==> config.mk <==
export PLATFORM = sky130hd
export DESIGN_NAME = stats_fifo_ctrl_flat
export DESIGN_NICKNAME = d
export VERILOG_FILES = /design/src/rtl/stats_fifo_pkg.sv /design/src/rtl/stats_fifo_ctrl_if.sv /design/src/rtl/stats_sample_timer.sv /design/src/rtl/stats_fifo_ctrl.sv /design/src/flat_wrapper.sv
export SDC_FILE = /design/constraint.sdc
export NUM_CORES = 2
export LEC_CHECK = 0
export CORE_AREA = 2 2 559 561
export CTS_BUF_LIST = sky130_fd_sc_hd__clkbuf_8
export DETAILED_ROUTE_END_ITERATION = 16
export DIE_AREA = 0 0 561 563
export GPL_TIMING_DRIVEN = 0
export PLACE_DENSITY = 0.34
export SLEW_MARGIN = 30
export SYNTH_ARGS = -nofsm -noshare
export SYNTH_HDL_FRONTEND = slang
export SYNTH_SLANG_ARGS = --single-unit
==> constraint.sdc <==
create_clock -name clk -period 4.55 [get_ports clk]
set_input_delay 0.91 -clock clk [delete_from_list [all_inputs] [get_ports clk]]
set_output_delay 0.91 -clock clk [all_outputs]
set_load 0.01 [all_outputs]
==> src/rtl/stats_fifo_pkg.sv <==
// -----------------------------------------------------------------------------
// stats_fifo_pkg
// Shared widths, types and small helpers for the statistics FIFO controller.
//   C_STATS_WIDTH : width of one statistics snapshot (one FIFO entry)
//   C_WORD_WIDTH  : width of a register-file word
//   C_NUM_WORDS   : register words per entry
//   C_OVF_WIDTH   : width of the dropped-sample counter
//   rd_state_t    : read-side sequencer states
// -----------------------------------------------------------------------------
package stats_fifo_pkg;

    localparam int C_STATS_WIDTH = 448;
    localparam int C_WORD_WIDTH  = 32;
    localparam int C_NUM_WORDS   = 14;
    localparam int C_OVF_WIDTH   = 16;
    localparam int C_IDX_WIDTH   = $clog2(C_NUM_WORDS);

    typedef logic [C_IDX_WIDTH-1:0] word_idx_t;
    typedef logic [C_OVF_WIDTH-1:0] ovf_cnt_t;

    // One FIFO entry viewed as an array of register words; word 0 is the LSBs.
    typedef logic [C_NUM_WORDS-1:0][C_WORD_WIDTH-1:0] entry_t;

    localparam word_idx_t C_LAST_IDX = word_idx_t'(C_NUM_WORDS - 1);

    typedef enum logic [1:0] {
        ST_IDLE,
        ST_POP,
        ST_WAIT,
        ST_SERVE
    } rd_state_t;

    function automatic logic is_last(input word_idx_t idx);
        return idx == C_LAST_IDX;
    endfunction

endpackage

==> src/rtl/stats_fifo_ctrl_if.sv <==
// -----------------------------------------------------------------------------
// stats_fifo_ctrl_if
// Connection between the controller and the 448-bit statistics FIFO.
//   fifo_full   : FIFO full flag               (FIFO -> controller)
//   fifo_wr_en  : write strobe                 (controller -> FIFO)
//   fifo_din    : write data                   (controller -> FIFO)
//   fifo_empty  : FIFO empty flag              (FIFO -> controller)
//   fifo_rd_en  : read strobe                  (controller -> FIFO)
//   fifo_dout   : read data, valid 1 cycle after fifo_rd_en (FIFO -> controller)
//   fifo_valid  : read data valid              (FIFO -> controller)
// Modports: master = controller side, slave = FIFO side.
// -----------------------------------------------------------------------------
interface stats_fifo_ctrl_if;
    import stats_fifo_pkg::*;

    logic                     fifo_full;
    logic                     fifo_wr_en;
    logic [C_STATS_WIDTH-1:0] fifo_din;
    logic                     fifo_empty;
    logic                     fifo_rd_en;
    logic [C_STATS_WIDTH-1:0] fifo_dout;
    logic                     fifo_valid;

    modport master (
        input  fifo_full,
        input  fifo_empty,
        input  fifo_dout,
        input  fifo_valid,
        output fifo_wr_en,
        output fifo_din,
        output fifo_rd_en
    );

    modport slave (
        output fifo_full,
        output fifo_empty,
        output fifo_dout,
        output fifo_valid,
        input  fifo_wr_en,
        input  fifo_din,
        input  fifo_rd_en
    );

endinterface

==> src/rtl/stats_sample_timer.sv <==
// -----------------------------------------------------------------------------
// stats_sample_timer
// Free-running sample timer: pulses sample_tick once every sample_period cycles
// while sampling is enabled.
//   clk           : clock
//   rst_n         : asynchronous active-low reset
//   enable        : 0 stops the timer and clears the count
//   sample_period : cycles between ticks; 0 disables sampling
//   sample_tick   : one-cycle pulse on the last cycle of each period
// -----------------------------------------------------------------------------
module stats_sample_timer (
    input  logic        clk,
    input  logic        rst_n,
    input  logic        enable,
    input  logic [31:0] sample_period,
    output logic        sample_tick
);

    logic [31:0] cnt;
    logic        active;

    assign active = enable && (sample_period != 32'd0);

    // ">=" rather than "==": when the period is shortened below the running
    // count, the timer ticks and wraps on the very next cycle instead of
    // running all the way around the 32-bit range.
    assign sample_tick = active && (cnt >= sample_period - 32'd1);

    always_ff @(posedge clk or negedge rst_n) begin
        if (!rst_n) begin
            cnt <= '0;
        end else if (!active || sample_tick) begin
            cnt <= '0;
        end else begin
            cnt <= cnt + 32'd1;
        end
    end

endmodule

==> src/rtl/stats_fifo_ctrl.sv <==
// -----------------------------------------------------------------------------
// stats_fifo_ctrl
// Sequences the 448-bit statistics FIFO between the stats collector and the
// AXI register file.
//   Write side: every sample tick snapshots stats_in and pushes it, or counts
//   a dropped sample if the FIFO is full.
//   Read side: pops one entry, holds it, and presents it as 14 x 32-bit words.
// Ports:
//   clk, rst_n     : clock, asynchronous active-low reset
//   enable         : sampling enable (write side only)
//   sample_period  : cycles between samples, 0 = no sampling
//   stats_in       : live counter vector
//   fifo           : FIFO connection (controller side)
//   word_rd_req    : one-cycle pulse consuming the current word
//   word_out       : current word of the held entry
//   word_valid     : word_out holds an unconsumed word
//   word_last      : word_out is the final word of the entry
//   overflow_clr   : pulse clearing overflow_count
//   overflow_count : saturating count of dropped samples
// -----------------------------------------------------------------------------
module stats_fifo_ctrl
    import stats_fifo_pkg::*;
(
    input  logic                     clk,
    input  logic                     rst_n,
    input  logic                     enable,
    input  logic [31:0]              sample_period,
    input  logic [C_STATS_WIDTH-1:0] stats_in,
    stats_fifo_ctrl_if.master        fifo,
    input  logic                     word_rd_req,
    output logic [C_WORD_WIDTH-1:0]  word_out,
    output logic                     word_valid,
    output logic                     word_last,
    input  logic                     overflow_clr,
    output ovf_cnt_t                 overflow_count
);

    // ---------------------------------------------------------------------
    // Write side
    // ---------------------------------------------------------------------
    logic sample_tick;
    logic drop;

    stats_sample_timer u_timer (
        .clk           (clk),
        .rst_n         (rst_n),
        .enable        (enable),
        .sample_period (sample_period),
        .sample_tick   (sample_tick)
    );

    // Fullness is judged in the tick cycle; the write itself lands a cycle later.
    assign drop = sample_tick && fifo.fifo_full;

    // NOTE: clocked state is assigned with <= so every register samples the
    // pre-edge value of its sources, independent of statement order.
    always_ff @(posedge clk or negedge rst_n) begin
        if (!rst_n) begin
            fifo.fifo_wr_en <= 1'b0;
            fifo.fifo_din   <= '0;
            overflow_count  <= '0;
        end else begin
            fifo.fifo_wr_en <= sample_tick && !fifo.fifo_full;
            if (sample_tick) begin
                fifo.fifo_din <= stats_in;
            end
            // A clear coinciding with a drop keeps that drop: the count restarts at 1.
            if (overflow_clr) begin
                overflow_count <= drop ? ovf_cnt_t'(1) : '0;
            end else if (drop && (overflow_count != '1)) begin
                overflow_count <= overflow_count + ovf_cnt_t'(1);
            end
        end
    end

    // ---------------------------------------------------------------------
    // Read side: IDLE -> POP -> WAIT -> SERVE -> IDLE
    // ---------------------------------------------------------------------
    rd_state_t state;
    word_idx_t idx;
    word_idx_t next_idx;
    entry_t    shadow;

    assign next_idx = idx + word_idx_t'(1);

    // Outputs are registered, so each transition loads the values the next
    // state presents rather than decoding them from the state afterwards.
    always_ff @(posedge clk or negedge rst_n) begin
        if (!rst_n) begin
            state           <= ST_IDLE;
            idx             <= '0;
            // NOTE: the wide shadow register is reset on purpose so a held
            // entry never survives a reset; data-only storage normally isn't.
            shadow          <= '0;
            fifo.fifo_rd_en <= 1'b0;
            word_out        <= '0;
            word_valid      <= 1'b0;
            word_last       <= 1'b0;
        end else begin
            fifo.fifo_rd_en <= 1'b0;
            case (state)
                ST_IDLE: begin
                    if (!fifo.fifo_empty) begin
                        state           <= ST_POP;
                        fifo.fifo_rd_en <= 1'b1;
                    end
                end
                ST_POP: begin
                    state <= ST_WAIT;
                end
                ST_WAIT: begin
                    if (fifo.fifo_valid) begin
                        state      <= ST_SERVE;
                        shadow     <= fifo.fifo_dout;
                        idx        <= '0;
                        word_out   <= fifo.fifo_dout[C_WORD_WIDTH-1:0];
                        word_valid <= 1'b1;
                        word_last  <= is_last('0);
                    end
                end
                ST_SERVE: begin
                    if (word_rd_req) begin
                        if (is_last(idx)) begin
                            state      <= ST_IDLE;
                            word_out   <= '0;
                            word_valid <= 1'b0;
                            word_last  <= 1'b0;
                        end else begin
                            idx       <= next_idx;
                            word_out  <= shadow[next_idx];
                            word_last <= is_last(next_idx);
                        end
                    end
                end
                default: begin
                    state <= ST_IDLE;
                end
            endcase
        end
    end

endmodule

==> src/flat_wrapper.sv <==
// flat-port wrapper written by rule: the top's interface ports become plain ports
module stats_fifo_ctrl_flat import stats_fifo_pkg::*;
  (clk, rst_n, enable, sample_period, stats_in, word_rd_req, word_out, word_valid, word_last, overflow_clr, overflow_count, fifo_fifo_full, fifo_fifo_empty, fifo_fifo_dout, fifo_fifo_valid, fifo_fifo_wr_en, fifo_fifo_din, fifo_fifo_rd_en);
  stats_fifo_ctrl_if fifo_i ();
  input  logic clk;
  input  logic rst_n;
  input  logic enable;
  input  logic [31:0] sample_period;
  input  logic [C_STATS_WIDTH-1:0] stats_in;
  input  logic word_rd_req;
  output logic [C_WORD_WIDTH-1:0] word_out;
  output logic word_valid;
  output logic word_last;
  input  logic overflow_clr;
  output ovf_cnt_t overflow_count;
  input wire logic [$bits(fifo_i.fifo_full)-1:0] fifo_fifo_full;
  input wire logic [$bits(fifo_i.fifo_empty)-1:0] fifo_fifo_empty;
  input wire logic [$bits(fifo_i.fifo_dout)-1:0] fifo_fifo_dout;
  input wire logic [$bits(fifo_i.fifo_valid)-1:0] fifo_fifo_valid;
  output wire logic [$bits(fifo_i.fifo_wr_en)-1:0] fifo_fifo_wr_en;
  output wire logic [$bits(fifo_i.fifo_din)-1:0] fifo_fifo_din;
  output wire logic [$bits(fifo_i.fifo_rd_en)-1:0] fifo_fifo_rd_en;
  assign fifo_i.fifo_full = fifo_fifo_full;
  assign fifo_i.fifo_empty = fifo_fifo_empty;
  assign fifo_i.fifo_dout = fifo_fifo_dout;
  assign fifo_i.fifo_valid = fifo_fifo_valid;
  assign fifo_fifo_wr_en = fifo_i.fifo_wr_en;
  assign fifo_fifo_din = fifo_i.fifo_din;
  assign fifo_fifo_rd_en = fifo_i.fifo_rd_en;
  stats_fifo_ctrl u_core (.clk(clk), .rst_n(rst_n), .enable(enable), .sample_period(sample_period), .stats_in(stats_in), .fifo(fifo_i), .word_rd_req(word_rd_req), .word_out(word_out), .word_valid(word_valid), .word_last(word_last), .overflow_clr(overflow_clr), .overflow_count(overflow_count));
endmodule
Word-level counts from Yosys, hierarchy flattened:

Index checks and enable logic that the tools add are counted.

* add/sub/neg operators: 4
* order comparisons: 2
* equal/unequal tests: 11
* muxes and demuxes: 29
* reduce and logical (&&, ||, !) cells: 17

Operators by type and width (count)
* two-way mux 32 bit: 5
* binary-select mux 32 bit (select 4 bit): 1
* case mux 32 bit (2 select lines): 1
* adder 32 x 1 -> 32 bit (second input constant): 1
* >= comparator 32 bit: 1
* two-way mux 16 bit: 2
* nonzero test 32 bit: 1
* subtractor 32 x 1 -> 32 bit (second input constant): 1
* adder 16 x 1 -> 16 bit (second input constant): 1
* != test 16 bit (second input constant): 1
* two-way mux 4 bit: 3
* AND reduction 4 bit: 3
* two-way mux 1 bit: 9
* equality test 4 bit (second input constant): 2
* two-way mux 2 bit: 4
* != test 2 bit (second input constant): 4
* case mux 2 bit (4 select lines): 1
* case mux 4 bit (2 select lines): 1
* logical AND 1 bit: 5
* less-than comparator 4 x 5 -> 1 bit (second input constant): 1
* adder 4 x 1 -> 4 bit (second input constant): 1
* equality test 2 bit (second input constant): 2
* case mux 1 bit (2 select lines): 2
* nonzero test 2 bit: 2
* other kinds (7): 8

* bits in registers: 986
* output and inout bits: 500
* word-level logic and storage cells: 87

Longest topological paths before layout:

* depth in word-level cells: 7
* gate-level depth with buffers: 20
* gate-level depth less buffers: 17

By module:

Synthesis repeated with hierarchy kept, for this count alone.

* cell total of the unflattened synthesis: 2824
* area, all modules: 42570.8 um^2

Modules (own cells, without submodules)
* stats_fifo_ctrl: times used 1, cells each 2487, area an instance 39634.3 um^2, sequential area each 23872.9 um^2
* stats_sample_timer: times used 1, cells each 337, area an instance 2936.6 um^2, sequential area each 800.8 um^2

Worst setup path after synthesis:

OpenSTA, ideal clock, no wires.

* path type: input -> register
* from: input sample_period[2]
* to: register u_core.fifo.fifo_din[149]
* library setup time: 0.127 ns
* data arrival time: 4.902 ns
* slack: -0.480 ns
* stages on the path: 18
* path through: or4_1 -> or4b_1 -> buf_2 -> or4_1 -> buf_2 -> nor2_1 -> xnor2_1 -> ha_1 -> nand4_1 -> nor4_1 -> nand2_1 -> o211ai_1 -> a31oi_1 -> or2_2 -> buf_8 -> buf_12 -> buf_8 -> mux2_1

* word-level cells in the longest chain between the ends: 3
* elaborated cells on any way between the ends: 5

RTL lines
* from (decl): line flat_wrapper.sv:8 `input logic [31:0] sample_period;`
* subtractor 32 x 1 -> 32 bit / nonzero test 32 bit (equally long branches): line stats_sample_timer.sv:27, stats_sample_timer.sv:22
* >= comparator 32 bit / logical AND 1 bit (equally long branches): line stats_sample_timer.sv:27, stats_sample_timer.sv:22
* logical AND 1 bit *: line stats_sample_timer.sv:27 `assign sample_tick = active && (cnt >= sample_period - 32'd1);`
* to (signal assigned): line stats_fifo_ctrl.sv:65 `fifo.fifo_din <= stats_in;`
* to (decl): line stats_fifo_ctrl_if.sv:30 `output fifo_din,`

Every way passes the cells marked *; elsewhere a longest branch is shown, timed or not.
A chain may end at the register's enable or synchronous reset.

Worst setup path in the final report:

* from: input sample_period[3]
* to: register u_core.fifo.fifo_din[360]

The elaborated chain is that of the path after synthesis.

==> impl_metrics.toml <==
[pwr]
share_comb_of_total_power_pct = 37.5
seqPwrFrac_pct = 34.7
power_frac_clock_pct = 27.8
swShare_pct = 36.8
p_int_uw = 23800
power-per-cell-area_mw_per_mm2 = 543
ir_drop_v = 0.000251
p_leak_uw = 0.0294
p_switching_uw = 13800

[finish]
mostFrequentLayoutCells = "clkdlybuf4s50_1, dfrtp_1, mux2_2"
drive_above_1_share_pct = 27.6
final_nets = 5560
final_common_cell = "clkdlybuf4s50_1"
post-route-util_pct = 22.3
syn2layout_area_growth_pct = 62.4

[synth]
synth_xor_area_share_pct = 1.38
syn-num-nets = 3854
ys_ff_latch = 986
synth-simple-area-share_pct = 3.75
yosysUniqueCellTypes = 52
syn-cell-area_mm2 = 0.0426
synth-main-ff-cell = "dfrtp_1"
yosysSeqAreaShare_pct = 57.9
yosysWarningCount = 0
synthMuxAreaShare_pct = 29.5
synth_fa_ha_area_share_pct = 1.23
synth_edf_count = 0
synth_top_area_share_pct = 57.9
synth_cells = 2876
yosysTopAreaCell = "dfrtp_1"
synthTopCellsByArea = "dfrtp_1, mux2_2, mux2_1"
synth_top_family_by_area = "multiplexers"
synth_compound_area_share_pct = 2.99
synthArstFlopShare_pct = 100
syn_avg_cell_area_um2 = 14.8

[floorplanning]
core_area_mm2 = 0.310
rows = 205
fp.dieW_um = 561
fp.dieH_um = 563
ios = 1436
die_area_mm2 = 0.316
start_util_pct = 13.7

[worst_setup_path]
start_kind = "primary input"
path_class = "primary input to flip-flop"
worst_ep_arrival_time_ns = 5.51
worstPathRequired_ns = 5.41
setup.worst_path.end_class = "flip-flop"
crit_fanout = 10

[place]
place_worst_setup_slack_ns = -2.91
numPortBuffers = 1433
gp_congestion = 0.824
hpwl_mm = 224

[global_routing]
antenna_found_initial = 278
grt_pass1_wl_mm = 349
overflow = 0
grt.total_usage_pct = 16.6
grt_pass1_vias = 34290
grt_max_degree = 112

[routing]
vias = 32806
final_antenna_net_count = 0
drc = 0
viasPerCell = 3.66
wl_mm = 271
wl_per_cell_um = 30.3
drt-initial-drc-count = 1383
firstDrtPassIters = 8

[run_status]
status = "finished, violations left"
violations = "negative setup slack"

[clock_network]
cts.sinks = 986
clk_latency_ns = 1.02
cts_tree = "built"
clk_root_buffer_cell = "clkbuf_8"
clkTransAtPathRegs_ns = 0.06
h-tree-depth = 4
max-clock-path-buffers = 4
cts_buffers = 216

[timing]
fin_crit_ns = 4.65
finClkSkew_ns = 0.0789
whs_ns = 0.259
finalHoldViolations = 0
rsz0062_at_grt = "yes"
fmax_ghz = 0.215
fin_ws_ns = -0.103
min_period_over_period_pct = 102
worst_pin_slew_ns = 1.09
slew_viol_final = 0
setup_viol = 193
max-slew-margin-rel_pct = 27.6

[run]
maxCapViolations = 0

[min_path]
min_path_type = "primary input to flip-flop"
## what timing repair did
action	CTS	global route
buffers inserted	18	4
endpoints found under the hold margin	55	0
resized for setup	134	133
endpoints found under the setup margin	530	486
pin swaps	15	17
hold buffers	1	0
cloned	6	11
## metal layers
layer | vias to the layer above | wire, um | global-route usage (%)
li1 | 13983 | - | -
met1 | 16521 | 102000 | 18.1
met2 | 1517 | 133000 | 28.7
met3 | 671 | 26900 | 7.54
met4 | 114 | 9540 | 5.23
met5 | - | 730 | 0
## worst max-delay path: stages
cell and delay [ns]:
buf_8 0.09, or4_4 0.54, or4b_4 0.53, or4_4 0.67, nor2_4 0.14, xnor2_2 0.08
ha_1 0.30, nand4_1 0.18, buf_4 0.20, nor4_4 0.22, nand2_1 0.10, o211ai_1 0.15
a31oi_2 0.09, or2_4 0.31, buf_16 0.18, buf_16 0.23, buf_12 0.18, mux2_4 0.29
## worst paths after layout
kind	endpoint	depth (start not counted)	start	slack (ns)
setup / recovery	u_core.fifo.fifo_din[360]	18	sample_period[3]	-0.10
min in group asynchronous	u_core.fifo.fifo_din[371]	2	rst_n	0.44
hold reg to reg	u_core.word_out[23]	2	u_core.word_out[23]	0.48
hold / removal	u_core.fifo.fifo_wr_en	2	fifo_fifo_full	0.26
max in group asynchronous	u_core.fifo.fifo_din[32]	6	rst_n	1.49
setup reg to reg	u_core.word_out[29]	13	u_core.idx[0]	0.26
## logic make-up (layout without fill, tap and decap cells)
kind of cell / after synthesis / count (layout)
multiplexers: 1034 / 1034
other: 0 / 76
AND/OR/NAND/NOR: 337 / 337
XOR/XNOR: 67 / 67
flip-flops: 986 / 986
buffers and inverters: 191 / 2058
adder cells (fa/ha/maj): 42 / 42
AO/OA/AOI/OAI: 219 / 219
## state kept, by name, summed over array words and instances, names as in the netlist
signal	count
u_core.fifo.fifo_din	448
u_core.fifo.fifo_rd_en	1
u_core.fifo.fifo_wr_en	1
u_core.idx	4
u_core.overflow_count	16
u_core.shadow	448
u_core.state	2
u_core.u_timer.cnt	32
u_core.word_last	1
u_core.word_out	32
u_core.word_valid	1
## final cells by class
| cell class | count | area (um2) |
|---|---|---|
| clock buffers | 270 | 3720 |
| plain buffers | 164 | 1500 |
| flip-flops and latches | 986 | 24700 |
| fillers | 33258 | 241000 |
| inverters | 22 | 82.6 |
| clock inverters | 109 | 732 |
| diodes | 76 | 190 |
| repair buffers | 1493 | 15600 |
| multi-input cells | 1699 | 17600 |
| well taps | 4140 | 5180 |
## power groups by stage
stage | registers [uW] | clock network [uW] | logic (uW)
after floorplan | 12800 | 0 | 6300
final | 13100 | 10400 | 14100
after global placement | 13300 | 0 | 14000
after global routing | 13400 | 11300 | 15100
after detailed placement | 13200 | 0 | 14400
after CTS | 13100 | 11000 | 14600
## stage by stage
stage	power [uW]	instances	setup TNS, ns	instance area, um2
detailed placement	27600	8470	-1065.11	63100
CTS	38600	8871	-0.286	68300
global route	39800	8922	-11.01	69100
floorplan	19100	2876	-182.63	42900
finish	37600	8959	-7.26	69200
global placement	27300	8449	-	62400
## Yosys cell counts, drive strengths merged (6+ instances only)
cell type  number
nor2           91
mux4           89
nand3          29
and3            6
o21ai          80
nand2         107
a311oi         11
mux2          898
inv            22
clkbuf         95
or3            10
nor3b          28
xnor2          42
dfrtp         986
nor3           25
nand4          10
a21oi          82
buf            74
mux2i          47
ha             42
nor4            8
a211oi         13
xor2           25
o31ai          13
Note: power is estimated with default switching activity, not from simulation.
